**src/rtl/dff_bank_arbiter_if.sv**
```systemverilog
// -----------------------------------------------------------------------------
// dff_bank_arbiter_if
//
// Purpose : Bundles the signals between two requesters and the shared
//           register bank arbiter (dff_bank_arbiter).
//
// Signals :
//   req_a, data_a  requester A write request and data
//   req_b, data_b  requester B write request and data
//   clr            synchronous clear of the bank contents
//   gnt_a, gnt_b   registered grants, never high together
//   q              registered bank contents
//   q_valid        bank holds data written since the last clear/reset
//   owner          last granted requester (0 = A, 1 = B)
//
// Modports:
//   master  requester side (drives requests/data/clr, observes results)
//   slave   arbiter side   (observes requests/data/clr, drives results)
// -----------------------------------------------------------------------------
interface dff_bank_arbiter_if #(
    parameter int WIDTH = 6
);

    logic             req_a;
    logic [WIDTH-1:0] data_a;
    logic             req_b;
    logic [WIDTH-1:0] data_b;
    logic             clr;
    logic             gnt_a;
    logic             gnt_b;
    logic [WIDTH-1:0] q;
    logic             q_valid;
    logic             owner;

    modport master (
        output req_a, data_a, req_b, data_b, clr,
        input  gnt_a, gnt_b, q, q_valid, owner
    );

    modport slave (
        input  req_a, data_a, req_b, data_b, clr,
        output gnt_a, gnt_b, q, q_valid, owner
    );

endinterface

```
**src/rtl/dff_bank_arbiter.sv**
```systemverilog
// -----------------------------------------------------------------------------
// dff_bank_arbiter
//
// Purpose : Two-requester arbiter guarding a single WIDTH-bit register bank.
//           A granted requester writes its data on every cycle it keeps its
//           request high. When both requesters compete, a grant lasts at most
//           MAX_HOLD write cycles before it passes directly to the other
//           requester; ties from IDLE go to the requester that did not own
//           the bank last.
//
// Parameters:
//   WIDTH     data width of the bank (default 6)
//   MAX_HOLD  maximum consecutive write cycles while the other side waits,
//             legal range 1..15 (default 4)
//
// Ports:
//   clk    sole clock, all state changes on its rising edge
//   reset  asynchronous, active-high reset; deassertion must already be
//          synchronous to clk (no synchronizer inside)
//   bus    dff_bank_arbiter_if.slave: req_a/data_a, req_b/data_b, clr in;
//          gnt_a, gnt_b, q, q_valid, owner out
// -----------------------------------------------------------------------------
module dff_bank_arbiter #(
    parameter int WIDTH    = 6,
    parameter int MAX_HOLD = 4
) (
    input logic               clk,
    input logic               reset,
    dff_bank_arbiter_if.slave bus
);

    // Encoding chosen so each grant is a state flop bit on its own.
    typedef enum logic [1:0] {
        IDLE    = 2'b00,
        GRANT_A = 2'b01,
        GRANT_B = 2'b10
    } state_t;

    // Last value of the 4-bit hold counter; reaching it ends a contested grant.
    localparam logic [3:0] HOLD_LAST = 4'(MAX_HOLD - 1);

    state_t           state;
    state_t           state_nxt;
    logic [3:0]       hold_cnt;
    logic             hold_expired;
    logic             state_change;
    logic             owner_q;
    logic [WIDTH-1:0] bank_q;
    logic             bank_valid_q;
    logic             wr_en;
    logic [WIDTH-1:0] wr_data;

    assign hold_expired = (hold_cnt == HOLD_LAST);
    assign state_change = (state_nxt != state);

    // -------------------------------------------------------------------------
    // FSM process 1: state register
    // -------------------------------------------------------------------------
    // NOTE: sequential state uses non-blocking assignments so every flop
    // samples pre-edge values regardless of process evaluation order.
    always_ff @(posedge clk or posedge reset) begin
        if (reset) begin
            state <= IDLE;
        end else begin
            state <= state_nxt;
        end
    end

    // -------------------------------------------------------------------------
    // FSM process 2: next-state logic
    // -------------------------------------------------------------------------
    // NOTE: state_nxt gets a default before the case so no path leaves it
    // unassigned, which would otherwise infer a latch.
    always_comb begin
        state_nxt = state;
        unique case (state)
            IDLE: begin
                if (bus.req_a && bus.req_b) begin
                    // Tie: the requester that did not own the bank last wins.
                    state_nxt = owner_q ? GRANT_A : GRANT_B;
                end else if (bus.req_a) begin
                    state_nxt = GRANT_A;
                end else if (bus.req_b) begin
                    state_nxt = GRANT_B;
                end
            end
            GRANT_A: begin
                if (bus.req_a) begin
                    // The write still happens on the hand-over edge.
                    if (hold_expired && bus.req_b) begin
                        state_nxt = GRANT_B;
                    end
                end else begin
                    state_nxt = bus.req_b ? GRANT_B : IDLE;
                end
            end
            GRANT_B: begin
                if (bus.req_b) begin
                    if (hold_expired && bus.req_a) begin
                        state_nxt = GRANT_A;
                    end
                end else begin
                    state_nxt = bus.req_a ? GRANT_A : IDLE;
                end
            end
            default: state_nxt = IDLE;
        endcase
    end

    // -------------------------------------------------------------------------
    // FSM process 3: outputs decoded from the current state
    // -------------------------------------------------------------------------
    // Grants come straight from state flop bits; the write strobe is only
    // asserted while the current grant holder keeps requesting.
    always_comb begin
        bus.gnt_a = state[0];
        bus.gnt_b = state[1];
        wr_en     = 1'b0;
        wr_data   = bus.data_a;
        unique case (state)
            GRANT_A: begin
                wr_en   = bus.req_a;
                wr_data = bus.data_a;
            end
            GRANT_B: begin
                wr_en   = bus.req_b;
                wr_data = bus.data_b;
            end
            default: begin
                wr_en   = 1'b0;
                wr_data = bus.data_a;
            end
        endcase
    end

    // -------------------------------------------------------------------------
    // Hold counter: counts writes within one grant, saturating at HOLD_LAST.
    // A state change takes priority so each new grant starts from zero, even
    // when the hand-over edge itself carries a write.
    // -------------------------------------------------------------------------
    always_ff @(posedge clk or posedge reset) begin
        if (reset) begin
            hold_cnt <= 4'd0;
        end else if (state_change) begin
            hold_cnt <= 4'd0;
        end else if (wr_en && !hold_expired) begin
            hold_cnt <= hold_cnt + 4'd1;
        end
    end

    // -------------------------------------------------------------------------
    // Owner: tracks the most recently granted requester. Reset value 1 makes
    // requester A win the first tie after reset.
    // -------------------------------------------------------------------------
    always_ff @(posedge clk or posedge reset) begin
        if (reset) begin
            owner_q <= 1'b1;
        end else if (state_change && (state_nxt != IDLE)) begin
            owner_q <= (state_nxt == GRANT_B);
        end
    end

    // -------------------------------------------------------------------------
    // Shared bank. clr wins over a same-edge write and leaves the arbitration
    // state alone.
    // -------------------------------------------------------------------------
    // NOTE: the bank is a plain register, not a memory array, and its value is
    // architecturally visible immediately after reset, so it is reset too.
    always_ff @(posedge clk or posedge reset) begin
        if (reset) begin
            bank_q       <= '0;
            bank_valid_q <= 1'b0;
        end else if (bus.clr) begin
            bank_q       <= '0;
            bank_valid_q <= 1'b0;
        end else if (wr_en) begin
            bank_q       <= wr_data;
            bank_valid_q <= 1'b1;
        end
    end

    assign bus.q       = bank_q;
    assign bus.q_valid = bank_valid_q;
    assign bus.owner   = owner_q;

    // -------------------------------------------------------------------------
    // Design invariants
    // -------------------------------------------------------------------------
    a_grants_exclusive : assert property (
        @(posedge clk) disable iff (reset) !(bus.gnt_a && bus.gnt_b)
    );

    a_hold_in_range : assert property (
        @(posedge clk) disable iff (reset) (hold_cnt <= HOLD_LAST)
    );

    a_idle_count_zero : assert property (
        @(posedge clk) disable iff (reset) (state == IDLE) |-> (hold_cnt == 4'd0)
    );

endmodule
```
**src/flat_wrapper.sv**
```systemverilog
// flat-port wrapper written by rule: the top's interface ports become plain ports
module dff_bank_arbiter_flat 
#(
    parameter int WIDTH    = 6,
    parameter int MAX_HOLD = 4
)
  (clk, reset, bus_req_a, bus_data_a, bus_req_b, bus_data_b, bus_clr, bus_gnt_a, bus_gnt_b, bus_q, bus_q_valid, bus_owner);
  dff_bank_arbiter_if #(.WIDTH(WIDTH)) bus_i ();
  input logic clk;
  input logic reset;
  input wire logic [$bits(bus_i.req_a)-1:0] bus_req_a;
  input wire logic [$bits(bus_i.data_a)-1:0] bus_data_a;
  input wire logic [$bits(bus_i.req_b)-1:0] bus_req_b;
  input wire logic [$bits(bus_i.data_b)-1:0] bus_data_b;
  input wire logic [$bits(bus_i.clr)-1:0] bus_clr;
  output wire logic [$bits(bus_i.gnt_a)-1:0] bus_gnt_a;
  output wire logic [$bits(bus_i.gnt_b)-1:0] bus_gnt_b;
  output wire logic [$bits(bus_i.q)-1:0] bus_q;
  output wire logic [$bits(bus_i.q_valid)-1:0] bus_q_valid;
  output wire logic [$bits(bus_i.owner)-1:0] bus_owner;
  assign bus_i.req_a = bus_req_a;
  assign bus_i.data_a = bus_data_a;
  assign bus_i.req_b = bus_req_b;
  assign bus_i.data_b = bus_data_b;
  assign bus_i.clr = bus_clr;
  assign bus_gnt_a = bus_i.gnt_a;
  assign bus_gnt_b = bus_i.gnt_b;
  assign bus_q = bus_i.q;
  assign bus_q_valid = bus_i.q_valid;
  assign bus_owner = bus_i.owner;
  dff_bank_arbiter #(.WIDTH(WIDTH), .MAX_HOLD(MAX_HOLD)) u_core (.clk(clk), .reset(reset), .bus(bus_i));
endmodule
```
**config.mk**
```make
export PLATFORM = sky130hd
export DESIGN_NAME = dff_bank_arbiter_flat
export DESIGN_NICKNAME = d
export VERILOG_FILES = /design/src/rtl/dff_bank_arbiter_if.sv /design/src/rtl/dff_bank_arbiter.sv /design/src/flat_wrapper.sv
export SDC_FILE = /design/constraint.sdc
export NUM_CORES = 1
export LEC_CHECK = 0
export BUFFER_PORTS_ARGS = -buffer_cell sky130_fd_sc_hd__buf_2
export CAP_MARGIN = 20
export CORE_MARGIN = 4
export CORE_UTILIZATION = 25
export CTS_BUF_LIST = sky130_fd_sc_hd__clkbuf_2 sky130_fd_sc_hd__clkbuf_4 sky130_fd_sc_hd__clkbuf_8
export DETAILED_ROUTE_END_ITERATION = 16
export HOLD_SLACK_MARGIN = 0.06
export PLACE_DENSITY = 0.52
export SLEW_MARGIN = 40
export SYNTH_ARGS = -nofsm -noshare
export SYNTH_HDL_FRONTEND = slang
export SYNTH_SLANG_ARGS = --single-unit
export TNS_END_PERCENT = 10
```
**constraint.sdc**
```tcl
create_clock -name clk -period 2.6 [get_ports clk]
set_clock_uncertainty 0.2 [all_clocks]
set_input_delay 0 -clock clk [delete_from_list [all_inputs] [get_ports clk]]
set_output_delay 0 -clock clk [all_outputs]
set_load 0.02 [all_outputs]
```
==> flow_summary.yaml, run 1 <==
outcome:
  outcome: "complete, no violations"
cts:
  cts-root-buf: "clkbuf_8"
  cts_resized: 0
  cts_setup_buffers: 0
  cts_sinks: 14
  cts_tree: "done"
  insertion_delay_ps: 240
  cts_hold_buffers: 14
  cts.htree.levels: 1
  numCtsBuffers: 3
  clk_pin_slew_ps: 60
  clockBufferDepth: 2
die:
  start_util: 0.259
  die_w_um: 69.9
  dieArea_um2: 4880
  boundaryPins: 27
  dieHeight_um: 69.9
  rows: 22
  fp.coreArea_um2: 3690
yosys:
  synth_flop_cell: "dfrtp_1"
  synth-seq-area-share: 0.367
  synthCells: 106
  syn_area_per_cell_um2: 9.03
  synth_seq_cells: 14
  yosys_warnings: 0
  synth_enable_flop_cells: 0
  yosysTopAreaCell: "dfrtp_1"
  synth_cell_types: 38
  ys_async_sr_fraction: 1.00
  synth.top_cell.area_share: 0.340
  netlist_top_cells_area: "dfrtp_1 (34%), ha_1 (6.5%), mux2i_1 (6.3%), a211oi_1 (5.5%), nor2_1 (5.5%)"
  synth_commonest_cells: "nor2_1 (14), dfrtp_1 (13), inv_1 (8), a211oi_1 (7)"
  syn_area_um2: 957
  syn-num-nets: 128
  yosysMostFrequentCell: "nor2_1"
sta:
  tns_ps: 0
  min_period_ps: 2220
  clock.fmax_mhz: 451
  relSlewSlack: 0.641
  rsz0062_at_grt: "false"
  setup_viol: 0
  drv_slew: 0
  period_share: 0.854
  final_hold_viol_count: 0
  worst_pin_slew_ps: 538
worst_setup_path:
  path_max_fanout: 5
  worstPathRequired_ps: 2560
  end_kind: "flop"
  critPathKind: "reg2reg"
  cp.arrival_ps: 2180
  r2r_cells: 6
  startpoint_type: "flop"
flow_run:
  cap_violations: 0
global_routing:
  antenna_found_initial: 0
  grt-ovfl-total: 0
  grt_pass1_wl_mm: 4.04
  grt_max_degree: 15
  grt_pass1_vias: 930
  grt_usage: 0.0974
route:
  vias: 954
  drcViolationCount: 0
  finalWirelength_mm: 2.32
  first_iter_violations: 35
  firstDrtPassIters: 4
  drtAntennaViolNets: 0
  via_per_inst: 4.82
  wl_per_cell_um: 11.7
finish:
  diodes: 0
  synthToLayoutAreaGrowth_pct: 41.6
  final-instance-count-excl-fill: 198
  final_area_um2: 1360
  nets: 173
  drive_gt1_frac: 0.260
min_path:
  hold_class: "in2reg"
  min_path_cells: 4
pwr:
  power_density_nw_per_um2: 931
  vdd_ir_drop_max_v: 0.000437
  power_leakage_nw: 0.628
placed_design:
  dp_hpwl_mm: 1.81
  place_congestion: 0.765
  dp.cells: 180
  placed_area_um2: 1160
  portBuffers: 26
==> power by group <==
part           total, W  internal (W)  switching (W)
Clock          0.000205      0.000134      0.0000716
Combinational  0.000720      0.000309       0.000411
Sequential     0.000336      0.000288      0.0000486
==> cells in the final DEF (no fill, tap or decap), types with 2 or more instances in the layout <==
| cell type | n |
|---|---|
| a211oi_1 | 7 |
| nor3_1 | 4 |
| a21o_1 | 2 |
| a32oi_1 | 2 |
| o21ai_0 | 5 |
| nand3_1 | 2 |
| dfrtp_1 | 13 |
| nor2_1 | 14 |
| nand2_1 | 6 |
| xnor2_1 | 2 |
| ha_1 | 5 |
| clkbuf_8 | 4 |
| o21a_1 | 2 |
| a21oi_1 | 3 |
| dlygate4sd3_1 | 14 |
| mux2i_1 | 6 |
| buf_2 | 26 |
| inv_1 | 8 |
| buf_4 | 4 |
==> layer usage <==
metal | vias to the layer above | wire (um) | global-route usage | part of all wire
met1 | 431 | 1060 | 0.131 | 0.46
li1 | 480 | - | - | -
met3 | 2 | 150 | 0.00863 | 0.065
met5 | - | 0 | 0 | 0
met2 | 41 | 1090 | 0.164 | 0.47
met4 | 0 | 12 | 0.0319 | 0.0052
==> final timing paths <==
kind	start	endpoint	slack, ps
min in group asynchronous	reset	u_core.bus.q[5]$_DFFE_PP0P_	140
max in group asynchronous	reset	u_core.bus.owner$_DFFE_PP1P_	1690
worst max register to register	u_core.hold_cnt[0]$_DFFE_PP0P_	u_core.bus.owner$_DFFE_PP1P_	380
worst min register to register	u_core.bus.q_valid$_DFFE_PP0P_	u_core.bus.q_valid$_DFFE_PP0P_	310
worst min-delay path	bus_req_a	u_core.state[0]$_DFF_PP0_	90
worst max-delay path	u_core.hold_cnt[0]$_DFFE_PP0P_	u_core.bus.owner$_DFFE_PP1P_	380
==> worst max-delay path, cell delays in order, from the launching register on <==
cell,delay (ps)
dfrtp_1,390
ha_1,220
or3b_4,420
a311o_1,360
a31o_1,240
a211oi_2,210
o41ai_1,100
==> flip-flops by register name, indices dropped and copies added, names as in the netlist <==
| register | cells |
|---|---|
| u_core.state | 2 |
| u_core.bus.q | 6 |
| u_core.hold_cnt | 4 |
| u_core.bus.q_valid | 1 |
| u_core.bus.owner | 1 |
==> cell type report <==
class	count	area, um^2
flip-flops and latches	14	352
clock buffers	4	55.1
inverters	8	30.0
multi-input cells	80	558
repair buffers	44	300
well taps	48	60.1
fillers	385	2330
==> per-stage QoR <==
step / worst slack, ps / hold WS (ps) / utilization / power [W]
after floorplan: 378 / -311 / - / 0.000820
after global placement: 428 / -150 / 0.314 / 0.00101
after detailed placement: 374 / -128 / 0.314 / 0.00102
after CTS: 372 / 94.8 / 0.367 / 0.00127
after global routing: 253 / 120 / 0.367 / 0.00138
final: 380 / 94.5 / 0.367 / 0.00126
==> kinds of logic (layout without fill, tap and decap cells) <==
| logic type | count (synthesis) | after routing | share of synthesized area |
|---|---|---|---|
| compound gates | 33 | 33 | 0.259 |
| simple gates | 33 | 33 | 0.166 |
| flops | 14 | 14 | 0.367 |
| buf+inv | 12 | 56 | 0.0497 |
| mux | 7 | 7 | 0.0745 |
| fa+ha+maj | 5 | 5 | 0.0654 |
| xor+xnor | 2 | 2 | 0.0183 |
Power figures use the tool's default switching activity.
==> run 2, diff against run 1 <==
--- a/config.mk
+++ b/config.mk
@@ -7,12 +7,14 @@
 export LEC_CHECK = 0
 export BUFFER_PORTS_ARGS = -buffer_cell sky130_fd_sc_hd__buf_2
 export CAP_MARGIN = 20
+export CELL_PAD_IN_SITES_DETAIL_PLACEMENT = 2
+export CELL_PAD_IN_SITES_GLOBAL_PLACEMENT = 2
 export CORE_MARGIN = 4
 export CORE_UTILIZATION = 25
 export CTS_BUF_LIST = sky130_fd_sc_hd__clkbuf_2 sky130_fd_sc_hd__clkbuf_4 sky130_fd_sc_hd__clkbuf_8
 export DETAILED_ROUTE_END_ITERATION = 16
 export HOLD_SLACK_MARGIN = 0.06
-export PLACE_DENSITY = 0.52
+export PLACE_DENSITY = 0.75
 export SLEW_MARGIN = 40
 export SYNTH_ARGS = -nofsm -noshare
 export SYNTH_HDL_FRONTEND = slang
==> flow_summary.yaml, run 2 (same netlist as run 1, synthesis figures left out) <==
finish:
  fillers: 429
  final_common_cell: "buf_2"
  drive_gt1_frac: 0.255
  final-instance-count-excl-fill: 197
  nets: 172
  diodes: 0
  largest_register_ffs: 6
  synthToLayoutAreaGrowth_pct: 40.8
  final_util: 0.365
  final_cell_mix: "buf_2 (26), nor2_1 (14), dlygate4sd3_1 (14), dfrtp_1 (13), inv_1 (8)"
pwr:
  pwr-share-seq: 0.265
  power_frac_comb: 0.568
  swShare: 0.448
  p_int_w: 0.000725
  power_density_nw_per_um2: 974
  switching_power_w: 0.000589
  power_leakage_nw: 0.623
  clkPwrFrac: 0.168
  vdd_ir_drop_max_v: 0.000398
global_routing:
  antenna_found_initial: 0
  grt_pass1_vias: 1189
  grt-ovfl-total: 0
  grt_pass1_wl_mm: 5.76
  grt_max_degree: 15
  grt_usage: 0.149
worst_setup_path:
  slowest_stage: "dfrtp_1"
  path_cells: "inv_1 > ha_1 > nand2_1 > a21oi_1 > o21ai_0 > o21ai_0 > nor3_1"
  worstPathRequired_ps: 2560
  regToRegEndpoint: "u_core.hold_cnt[2]$_DFFE_PP0P_"
  r2r_cells: 7
  critPathMostFrequentCell: "o21ai_0"
  path_max_fanout: 10
  r2r-start: "u_core.state[1]$_DFF_PP0_"
  end_kind: "flop"
  slowest_delay_ps: 550
  startpoint_type: "flop"
  critPathKind: "reg2reg"
  cp.arrival_ps: 2330
  reg2reg_slack_ps: 230
route:
  finalWirelength_mm: 3.32
  drtAntennaViolNets: 0
  first_iter_violations: 40
  firstDrtPassIters: 4
  wl_per_cell_um: 16.9
  drcViolationCount: 0
  vias: 994
  via_per_inst: 5.05
min_path:
  min_path_cells: 4
  min_to: "u_core.state[0]$_DFF_PP0_"
  worstHoldStart: "bus_req_a"
  hold_class: "in2reg"
sta:
  setup_viol: 0
  min_period_ps: 2370
  rsz0062_at_grt: "false"
  period_share: 0.911
  worst_pin_slew_ps: 559
  final_hold_viol_count: 0
  drv_slew: 0
  relSlewSlack: 0.627
  clock.fmax_mhz: 422
  tns_ps: 0
die:
  boundaryPins: 27
  dieArea_um2: 4880
  die_w_um: 69.9
  start_util: 0.259
  dieHeight_um: 69.9
  rows: 22
  fp.coreArea_um2: 3690
cts:
  clk_pin_slew_ps: 60
  cts_resized: 0
  insertion_delay_ps: 250
  numCtsBuffers: 3
  clockBufferDepth: 2
  cts-root-buf: "clkbuf_8"
  cts_sinks: 14
  cts.htree.levels: 1
  cts_tree: "done"
placed_design:
  portBuffers: 26
  dp_hpwl_mm: 2.43
  dp.cells: 179
  place_congestion: 0.790
flow_run:
  cap_violations: 0
outcome:
  outcome: "complete, no violations"
## run 2: per-stage QoR
step                hold slack, ps  setup slack, ps  cell area (um^2)  total power, W
finish                        94.7              231              1350         0.00131
global route                   131             70.3              1350         0.00143
CTS                           90.8              252              1350         0.00132
detailed placement            -120              293              1150         0.00106
global placement              -136              369              1150         0.00102
floorplan                     -311              378               957        0.000820
## run 2: repair_timing
item / 4_1_cts / 5_1_grt
endpoints found under the hold margin: 21 / 0
hold buffers: 14 / 0
buffers inserted: 0 / 0
## run 2: worst max-delay path: cells and delay by family, from the launching register on
family / cells / cell delay [ps]
compound gates: 3 / 740
fa+ha+maj: 1 / 320
buf+inv: 1 / 210
flops: 1 / 550
simple gates: 2 / 270
## run 2: worst max-delay path by stage
stage,slack [ps],cells after the start,from,endpoint
after floorplan,380,8,u_core.state[0]$_DFF_PP0_,u_core.hold_cnt[0]$_DFFE_PP0P_
after global placement,370,7,u_core.state[1]$_DFF_PP0_,u_core.hold_cnt[1]$_DFFE_PP0P_
after detailed placement,290,7,u_core.state[1]$_DFF_PP0_,u_core.hold_cnt[1]$_DFFE_PP0P_
after CTS,250,7,u_core.state[1]$_DFF_PP0_,u_core.hold_cnt[2]$_DFFE_PP0P_
after global routing,70,7,u_core.state[1]$_DFF_PP0_,u_core.hold_cnt[2]$_DFFE_PP0P_
final,230,7,u_core.state[1]$_DFF_PP0_,u_core.hold_cnt[2]$_DFFE_PP0P_
## run 2: power by group through the flow
| stage | clock network, W | registers (W) | logic, W |
|---|---|---|---|
| after CTS | 0.000226 | 0.000348 | 0.000749 |
| final | 0.000220 | 0.000347 | 0.000746 |
| after floorplan | 0 | 0.000415 | 0.000405 |
| after global routing | 0.000237 | 0.000364 | 0.000826 |
| after detailed placement | 0 | 0.000351 | 0.000706 |
| after global placement | 0 | 0.000344 | 0.000671 |
## run 2: cell type report
class | count | area, um^2 | share of cell area
tap | 48 | 60.1 | 0.0446
timing repair buffer | 43 | 293 | 0.217
multi-input combinational | 80 | 558 | 0.414
sequential | 14 | 352 | 0.261
inverter | 8 | 30.0 | 0.0223
clock buffer | 4 | 55.1 | 0.0409
## run 2: routing by layer
metal	GRT usage	wire, um
met1	0.168	1370
met2	0.273	1700
met4	0.0617	75
met5	0	0
met3	0.0273	177
